===== src/rtl/arb_pkg.sv =====
// -----------------------------------------------------------------------------
// arb_pkg
// Shared constants and types for the eight-way round-robin arbiter.
//   N_REQ       : number of requesters
//   IDX_W       : width of a requester index
//   arb_state_e : arbiter FSM states
//   next_idx()  : index increment with natural wrap 7 -> 0
// -----------------------------------------------------------------------------
package arb_pkg;

    localparam int N_REQ = 8;
    localparam int IDX_W = 3;

    typedef enum logic [0:0] {
        ARB_IDLE  = 1'b0,
        ARB_GRANT = 1'b1
    } arb_state_e;

    // Priority pointer successor; the 3-bit width makes 7 wrap to 0.
    function automatic logic [IDX_W-1:0] next_idx(input logic [IDX_W-1:0] idx);
        return idx + 3'd1;
    endfunction

endpackage


===== src/rtl/decoder_3x8.sv =====
// -----------------------------------------------------------------------------
// decoder_3x8
// Converts a 3-bit index into a one-hot 8-bit vector, gated by an enable.
//   idx_i : index to decode
//   en_i  : when low the output is all-zero
//   y_o   : one-hot result
// -----------------------------------------------------------------------------
module decoder_3x8 (
    input  logic [2:0] idx_i,
    input  logic       en_i,
    output logic [7:0] y_o
);

    // Index to one-hot conversion.
    always_comb begin
        y_o = 8'h00;
        if (en_i) begin
            case (idx_i)
                3'd0:    y_o = 8'h01;
                3'd1:    y_o = 8'h02;
                3'd2:    y_o = 8'h04;
                3'd3:    y_o = 8'h08;
                3'd4:    y_o = 8'h10;
                3'd5:    y_o = 8'h20;
                3'd6:    y_o = 8'h40;
                3'd7:    y_o = 8'h80;
                default: y_o = 8'h00;
            endcase
        end else begin
            y_o = 8'h00;
        end
    end

endmodule


===== src/rtl/rr_arbiter_8.sv =====
// -----------------------------------------------------------------------------
// rr_arbiter_8
// Eight-way round-robin arbiter with a registered one-hot grant. The winner
// keeps the grant while it keeps requesting; priority rotates to the index
// after the last winner on every release.
//
// Optional feature: define RR_ARBITER_TIMEOUT_EN to limit each grant to
// HOLD_MAX consecutive cycles and pulse timeout_o on the forced release.
//
// Ports:
//   clk_i         : clock, rising edge
//   rst_ni        : asynchronous active-low reset
//   enable_i      : arbitration enable
//   req_i[7:0]    : request vector, bit k = requester k
//   grant_o[7:0]  : one-hot grant or zero (decoded from registered state)
//   grant_idx_o   : index of the current or last winner
//   grant_valid_o : high while a grant is active
//   timeout_o     : one-cycle pulse on a forced release
// -----------------------------------------------------------------------------
module rr_arbiter_8
    import arb_pkg::*;
#(
    parameter int HOLD_MAX = 16
) (
    input  logic             clk_i,
    input  logic             rst_ni,
    input  logic             enable_i,
    input  logic [N_REQ-1:0] req_i,
    output logic [N_REQ-1:0] grant_o,
    output logic [IDX_W-1:0] grant_idx_o,
    output logic             grant_valid_o,
    output logic             timeout_o
);

    if (HOLD_MAX < 1) begin : g_bad_hold
        $error("rr_arbiter_8: HOLD_MAX must be at least 1");
    end

    arb_state_e       state_q, state_d;
    logic [IDX_W-1:0] ptr_q, ptr_d;
    logic [IDX_W-1:0] idx_q, idx_d;
    logic             valid_q, valid_d;
    logic             timeout_q, timeout_d;

    logic             win_found_s;
    logic [IDX_W-1:0] win_idx_s;
    logic             norm_rel_s;
    logic             en_rel_s;
    logic             limit_s;
    logic             release_s;

`ifdef RR_ARBITER_TIMEOUT_EN
    localparam int CNT_W = $clog2(HOLD_MAX + 1);
    logic [CNT_W-1:0] cnt_q, cnt_d;
`endif

    // Rotating priority search: scan from ptr upward; iterating downward lets
    // the candidate closest to ptr overwrite the others.
    always_comb begin
        logic [IDX_W-1:0] cand_s;
        win_found_s = 1'b0;
        win_idx_s   = '0;
        cand_s      = '0;
        for (int i = N_REQ - 1; i >= 0; i--) begin
            cand_s = ptr_q + i[IDX_W-1:0];
            if (req_i[cand_s]) begin
                win_found_s = 1'b1;
                win_idx_s   = cand_s;
            end else begin
                win_found_s = win_found_s;
            end
        end
    end

    // Release conditions for the current grant.
    always_comb begin
        norm_rel_s = ~req_i[idx_q];
        en_rel_s   = ~enable_i;
`ifdef RR_ARBITER_TIMEOUT_EN
        limit_s    = (cnt_q == CNT_W'(HOLD_MAX));
`else
        limit_s    = 1'b0;
`endif
        release_s  = norm_rel_s | en_rel_s | limit_s;
    end

    // FSM state register.
    always_ff @(posedge clk_i or negedge rst_ni) begin
        if (!rst_ni) begin
            state_q <= ARB_IDLE;
        end else begin
            state_q <= state_d;
        end
    end

    // FSM next-state logic.
    always_comb begin
        state_d = state_q;
        case (state_q)
            ARB_IDLE: begin
                if (enable_i && win_found_s) begin
                    state_d = ARB_GRANT;
                end else begin
                    state_d = ARB_IDLE;
                end
            end
            ARB_GRANT: begin
                if (release_s) begin
                    state_d = ARB_IDLE;
                end else begin
                    state_d = ARB_GRANT;
                end
            end
            default: state_d = ARB_IDLE;
        endcase
    end

    // FSM output / datapath next values.
    always_comb begin
        idx_d     = idx_q;
        valid_d   = valid_q;
        ptr_d     = ptr_q;
        timeout_d = 1'b0;
`ifdef RR_ARBITER_TIMEOUT_EN
        cnt_d     = cnt_q;
`endif
        case (state_q)
            ARB_IDLE: begin
                if (enable_i && win_found_s) begin
                    idx_d   = win_idx_s;
                    valid_d = 1'b1;
`ifdef RR_ARBITER_TIMEOUT_EN
                    cnt_d   = CNT_W'(1);
`endif
                end else begin
                    valid_d = 1'b0;
                end
            end
            ARB_GRANT: begin
                if (release_s) begin
                    valid_d   = 1'b0;
                    ptr_d     = next_idx(idx_q);
                    // A forced release only counts when nothing else caused it.
                    timeout_d = limit_s & ~norm_rel_s & ~en_rel_s;
                end else begin
                    valid_d   = 1'b1;
`ifdef RR_ARBITER_TIMEOUT_EN
                    cnt_d     = cnt_q + CNT_W'(1);
`endif
                end
            end
            default: begin
                valid_d = 1'b0;
            end
        endcase
    end

    // Datapath registers.
    always_ff @(posedge clk_i or negedge rst_ni) begin
        if (!rst_ni) begin
            ptr_q     <= '0;
            idx_q     <= '0;
            valid_q   <= 1'b0;
            timeout_q <= 1'b0;
`ifdef RR_ARBITER_TIMEOUT_EN
            cnt_q     <= '0;
`endif
        end else begin
            ptr_q     <= ptr_d;
            idx_q     <= idx_d;
            valid_q   <= valid_d;
            timeout_q <= timeout_d;
`ifdef RR_ARBITER_TIMEOUT_EN
            cnt_q     <= cnt_d;
`endif
        end
    end

    decoder_3x8 u_dec (
        .idx_i (idx_q),
        .en_i  (valid_q),
        .y_o   (grant_o)
    );

    assign grant_idx_o   = idx_q;
    assign grant_valid_o = valid_q;
    assign timeout_o     = timeout_q;

endmodule


===== config.mk =====
export PLATFORM = sky130hd
export DESIGN_NAME = rr_arbiter_8
export DESIGN_NICKNAME = d
export VERILOG_FILES = /design/src/rtl/arb_pkg.sv /design/src/rtl/decoder_3x8.sv /design/src/rtl/rr_arbiter_8.sv
export SDC_FILE = /design/constraint.sdc
export NUM_CORES = 1
export LEC_CHECK = 0
export ABC_CLOCK_PERIOD_IN_PS = 3500
export CORE_ASPECT_RATIO = 1.5
export CORE_MARGIN = 2
export CORE_UTILIZATION = 55
export DETAILED_ROUTE_END_ITERATION = 16
export GPL_ROUTABILITY_DRIVEN = 0
export PLACE_DENSITY = 0.82
export SLEW_MARGIN = 5
export SYNTH_ARGS = -nofsm -noshare
export SYNTH_HDL_FRONTEND = slang
export SYNTH_HIERARCHICAL = 1
export SYNTH_SLANG_ARGS = --single-unit
export TNS_END_PERCENT = 5

===== constraint.sdc =====
create_clock -name clk_i -period 3.5 [get_ports clk_i]
set_input_delay 0.35 -clock clk_i [delete_from_list [all_inputs] [get_ports clk_i]]
set_output_delay 0.35 -clock clk_i [all_outputs]
set_load 0.05 [all_outputs]

### After elaboration in Yosys (flattened, before gate mapping)

Memories as Yosys holds them, arrays and structs flattened.
Cells that the tools add are included.

* bits in read-only memories: 64
* memories: 1
* output and inout port bits: 13
* input bits: 11
* register bits: 7
* word-level logic and storage cells: 66

Memory list
* (name not given): depth 8, bits a word 8, rd ports 1, clocked after Yosys merged registers in 0, wr ports 0, line decoder_3x8.sv:18 `case (idx_i)`

* mux-type cells: 38
* magnitude comparators: 9
* reductions and logical operators: 3
* $add $sub $neg: 8
* bitwise operators: 4

Operators by type and width (count)
* 3-bit by 4-bit < comparator with 1-bit output (second input constant): 9
* 1-bit binary-select mux with 3-bit select: 9
* 3-bit two-way mux: 8
* 1-bit two-way mux: 19
* 3-bit adder (second input constant): 4
* 8-bit two-way mux: 1
* 3-bit by 1-bit adder with 3-bit output (second input constant): 2
* 3-bit by 2-bit adder with 3-bit output (second input constant): 2
* 2-bit AND reduction: 2
* 1-bit NOT: 3
* 1-bit one-hot mux with 2 select lines: 1
* 1-bit logical AND: 1
* 1-bit OR: 1

### Longest topological paths before layout

* word-level depth: 14
* depth in mapped cells: 12
* mapped depth without buffers: 8

### Cells and area by module

The synthesis kept the hierarchy.

Modules (own cells, without submodules)
* rr_arbiter_8: area an instance 1456.4 µm², seq. area each 175.2 µm², instances 1, cells an instance 153
* decoder_3x8: area an instance 95.1 µm², seq. area each 0.0 µm², instances 1, cells an instance 8

### Worst setup path before layout

No wires, ideal clock.

* path kind: reg2reg
* start point: register ptr_q[1]
* end point: register idx_q[0], in the netlist grant_idx_o[0]
* arrival time: 3.061 ns
* path buffers: 4
* setup time: 0.138 ns
* path slack: 0.301 ns
* stages on the path, launching flop included: 12
* cell sequence: dfrtp_1 -> buf_2 -> buf_1 -> inv_1 -> ha_1 -> buf_2 -> buf_2 -> mux4_2 -> mux2_4 -> or3_4 -> a31oi_1 -> o22ai_2

* longest elaborated chain between the ends: 13

Ends and longest elaborated chain
* from (decl): line rr_arbiter_8.sv:40 `logic [IDX_W-1:0] ptr_q, ptr_d;`
* from (signal assigned): line rr_arbiter_8.sv:169 `ptr_q <= ptr_d;`
* 3-bit adder: line rr_arbiter_8.sv:65 `cand_s = ptr_q + i[IDX_W-1:0];`
* 1-bit binary-select mux with 3-bit select: line rr_arbiter_8.sv:66 `if (req_i[cand_s]) begin`
* 1-bit two-way mux (not written as such): line rr_arbiter_8.sv:66
* 1-bit two-way mux (8 in series): line rr_arbiter_8.sv:66
* 1-bit logical AND: line rr_arbiter_8.sv:129 `if (enable_i && win_found_s) begin`
* 2-bit AND reduction (no source line)
* to (signal assigned): line rr_arbiter_8.sv:170 `idx_q <= idx_d;`
* to (decl): line rr_arbiter_8.sv:41 `logic [IDX_W-1:0] idx_q, idx_d;`

Several ways; a longest one is shown, not always the timed one. The select of a mux whose other input is x is not followed.
A chain may end at the register's enable or synchronous reset.

### Final worst setup path

* start point: register ptr_q[0]
* end point: register idx_q[0], in the netlist grant_idx_o[0]

The elaborated chain is that of the path after synthesis.

==> impl_metrics.py <==
metrics = {
    "logic_synthesis": {
        "async_flop_share_pct": 100.0,
        "netlist_instances": 161,
        "yosysSeqAreaShare_pct": 11.29,
        "synth_nets": 175,
        "ffs_latches_synth": 7,
        "edff_count_synth": 0,
        "syn_avg_cell_area_um2": 9.637,
        "primary_flip_flop_cell_chosen_by_synthesis_mapping": "dfrtp_1",
        "total_standard_cell_area_after_synthesis_um2": 1551,
        "synth.distinct_cells": 56,
        "yosys_warnings": 6,
    },
    "grt": {
        "antenna_found_initial": 0,
        "grt_pass1_vias": 1522,
        "grt_start_max_net_pins": 22,
        "grt_overflow": 0,
        "grt_first_pass_wirelength_um": 7348,
        "groute.usage.overall_pct": 30.44,
    },
    "sta": {
        "final_hold_viol_count": 0,
        "hold-worst-slack_ns": 0.3854,
        "tightestPinTransition_ns": 0.7804,
        "setup-violations-final": 0,
        "final_min_period_over_clock_period_pct": 77.94,
        "report.final.slew_viol_count": 0,
        "grt_setup_unrepaired": "false",
        "final_period_minus_worst_setup_slack_ns": 2.728,
        "final_critical_path_setup_slack_ns": 0.7721,
        "maxClockFrequency_ghz": 0.3666,
        "max-slew-margin-rel_pct": 47.97,
        "timing.clock.skew_ns": 0.001911,
        "finalSetupTns_ns": 0,
    },
    "routing": {
        "post_drt_wl_per_cell_um": 20.69,
        "first_pass_iters": 4,
        "drt-total-wl_um": 4428,
        "antenna_viol_nets_final": 0,
        "post_drt_via_cell_ratio": 7.019,
        "drtIter0Drc": 64,
        "via_count": 1502,
        "drc": 0,
    },
    "floorplan": {
        "die_width_um": 47.37,
        "die-height_um": 69.05,
        "floorplan.initialDensity_pct": 57.97,
        "dieArea_um2": 3271,
        "floorplan.rows": 23,
        "floorplan.io_pins": 24,
        "core-area_um2": 2676,
    },
    "layout": {
        "layout-drive-gt1-share_pct": 21.47,
        "fillCellCount": 229,
        "layout.nets": 192,
        "postLayoutCoreUtil_pct": 68.49,
        "register_area_um2": 175.2,
        "multi_input_area_um2": 1267,
        "final_cells": 214,
        "design_area_um2": 1833,
        "syn_to_final_growth_pct": 18.15,
        "n_antenna_cell": 0,
    },
    "critical_path": {
        "crit_path_start": "ptr_q[0]",
        "crit_path_end": "grant_idx_o[0]",
        "rr_endpoint": "grant_idx_o[0]",
        "cp_data_required_time_ns": 3.59,
        "timing.reg2reg.worst_path_depth": 8,
        "worst_setup_path_start_kind": "flip-flop",
        "critPathArrivalTime_ns": 2.82,
        "worst-r2r-setup-slack_ns": 0.77,
        "worst_setup_path_end_kind": "flip-flop",
        "critPathKind": "flip-flop to flip-flop",
        "rr_startpoint": "ptr_q[0]",
        "biggest_fanout_along_the_worst_timing_path": 9,
    },
    "power_and_ir_drop": {
        "power_leakage_nw": 0.7243,
        "psw_mw": 1.049,
        "pwr-share-seq_pct": 11.4,
        "power.internal_mw": 0.9738,
        "netSwitchingFraction_pct": 51.85,
        "comb_power_share_pct": 82.9,
        "power.clock.fraction_pct": 5.7,
        "irDropWorstVdd_mv": 0.6511,
        "overall_power_mw": 2.023,
        "cellPowerDensity_nw_per_um2": 1103,
    },
    "flow_run": {
        "maxCapViolCount": 0,
    },
    "place": {
        "placed_cells_incl_taps": 210,
        "pre_cts_slack_ns": 0.7530,
        "post-dp-hpwl_um": 3340,
        "place_area_um2": 1788,
        "portBuffers": 22,
    },
    "worst_hold_path": {
        "min-delay-path-class": "input port to asynchronous set/reset pin",
    },
    "clocking": {
        "worstSkewPairLatency_ns": 0.23,
        "clk_pin_slew_ns": 0.04,
        "cts_setup_buffers": 0,
        "number_of_h_tree_levels": 1,
        "cts_root_buffer": "clkbuf_8",
        "cts.hold.buffers_added": 0,
        "ctsLongestPathBuffers": 2,
        "cts_sinks": 7,
        "cts_tree": "built",
        "post_cts.resized_instances": 0,
        "number_of_cts_inserted_buffers": 3,
    },
    "run_status": {
        "outcome": "finished clean",
    },
}
[sequential cells by signal, indices dropped and copies added, names as in the netlist]
register and cells:
grant_idx_o 3, grant_valid_o 1, ptr_q 3
[power by group through the flow]
stage          sequential (mW)  combinational [mW]  clock, mW
4_1_cts                  0.232                1.66      0.117
3_3_place_gp             0.226                1.59          0
6_report                 0.231                1.68      0.116
2_1_floorplan            0.263                1.28          0
5_1_grt                  0.246                1.80      0.124
3_5_place_dp             0.232                1.66          0
[layout make-up]
class / instances / share of cell area (%)
multi-input combinational: 130 / 69.15
tap: 37 / 2.526
clock buffer: 4 / 2.457
timing repair buffer: 29 / 14.88
inverter: 7 / 1.433
sequential: 7 / 9.556
[placed cells by master, fill, tap and decap left out, types with 3 or more instances in the layout]
cell / n
nor2b_1: 5
clkbuf_8: 3
nand2_1: 7
buf_4: 7
nor2_1: 7
a21oi_1: 3
nand3_1: 12
a31oi_1: 4
mux2i_1: 18
dfrtp_1: 7
mux2_2: 6
ha_1: 3
clkdlybuf4s50_1: 22
inv_1: 7
mux4_2: 12
xor2_1: 3
mux4_1: 4
o21ai_0: 3
[cell families (layout without fill, tap and decap cells)]
group                      count (synthesis)  after routing  share of synthesized area (%)
adders and majority gates                  3              3                          2.420
other                                      1              1                         0.2417
xor gates and xnor gates                   4              4                          2.258
AOI/OAI and AO/OA                         30             30                          14.60
DFF                                        7              7                          11.29
and+or+nand+nor                           51             51                          21.05
muxes                                     41             41                          41.13
buffers and inverters                     24             40                          7.016
[how the worst min path moves through the flow]
stage,from,to,slack [ns]
after detailed placement,rst_ni,grant_valid_o,0.64
after CTS,rst_ni,ptr_q[1],0.39
after floorplan,rst_ni,grant_idx_o[0],0.05
final,rst_ni,ptr_q[1],0.39
after global routing,rst_ni,ptr_q[1],0.41
after global placement,rst_ni,grant_valid_o,0.63
[synthesized netlist by cell type (4+ instances only)]
| library cell | count | share of area, % |
|---|---|---|
| nor2b_1 | 5 | 2.0 |
| clkbuf_1 | 7 | 1.7 |
| dfrtp_1 | 7 | 11 |
| mux2_2 | 6 | 4.4 |
| nand3_1 | 12 | 3.9 |
| buf_1 | 4 | 0.97 |
| a31oi_1 | 4 | 1.6 |
| mux4_2 | 12 | 17 |
| mux2i_1 | 18 | 12 |
| nand2_1 | 7 | 1.7 |
| inv_1 | 7 | 1.7 |
| mux4_1 | 4 | 6.8 |
| nor2_1 | 7 | 1.7 |
[routing by layer]
layer / GRT usage [%] / routed length [um]
met3: 4.974 / 221
met4: 21.30 / 286
met2: 47.00 / 2344
met5: 0 / 0
met1: 35.81 / 1575
[worst max-delay path, cell delays in order (launching register included)]
cell     delay, ns
dfrtp_1       0.34
inv_1         0.10
ha_1          0.50
buf_4         0.26
mux4_2        0.39
mux2_4        0.32
or3_4         0.39
a31oi_1       0.19
o22ai_2       0.10
Note: power is estimated with default switching activity, not from simulation.
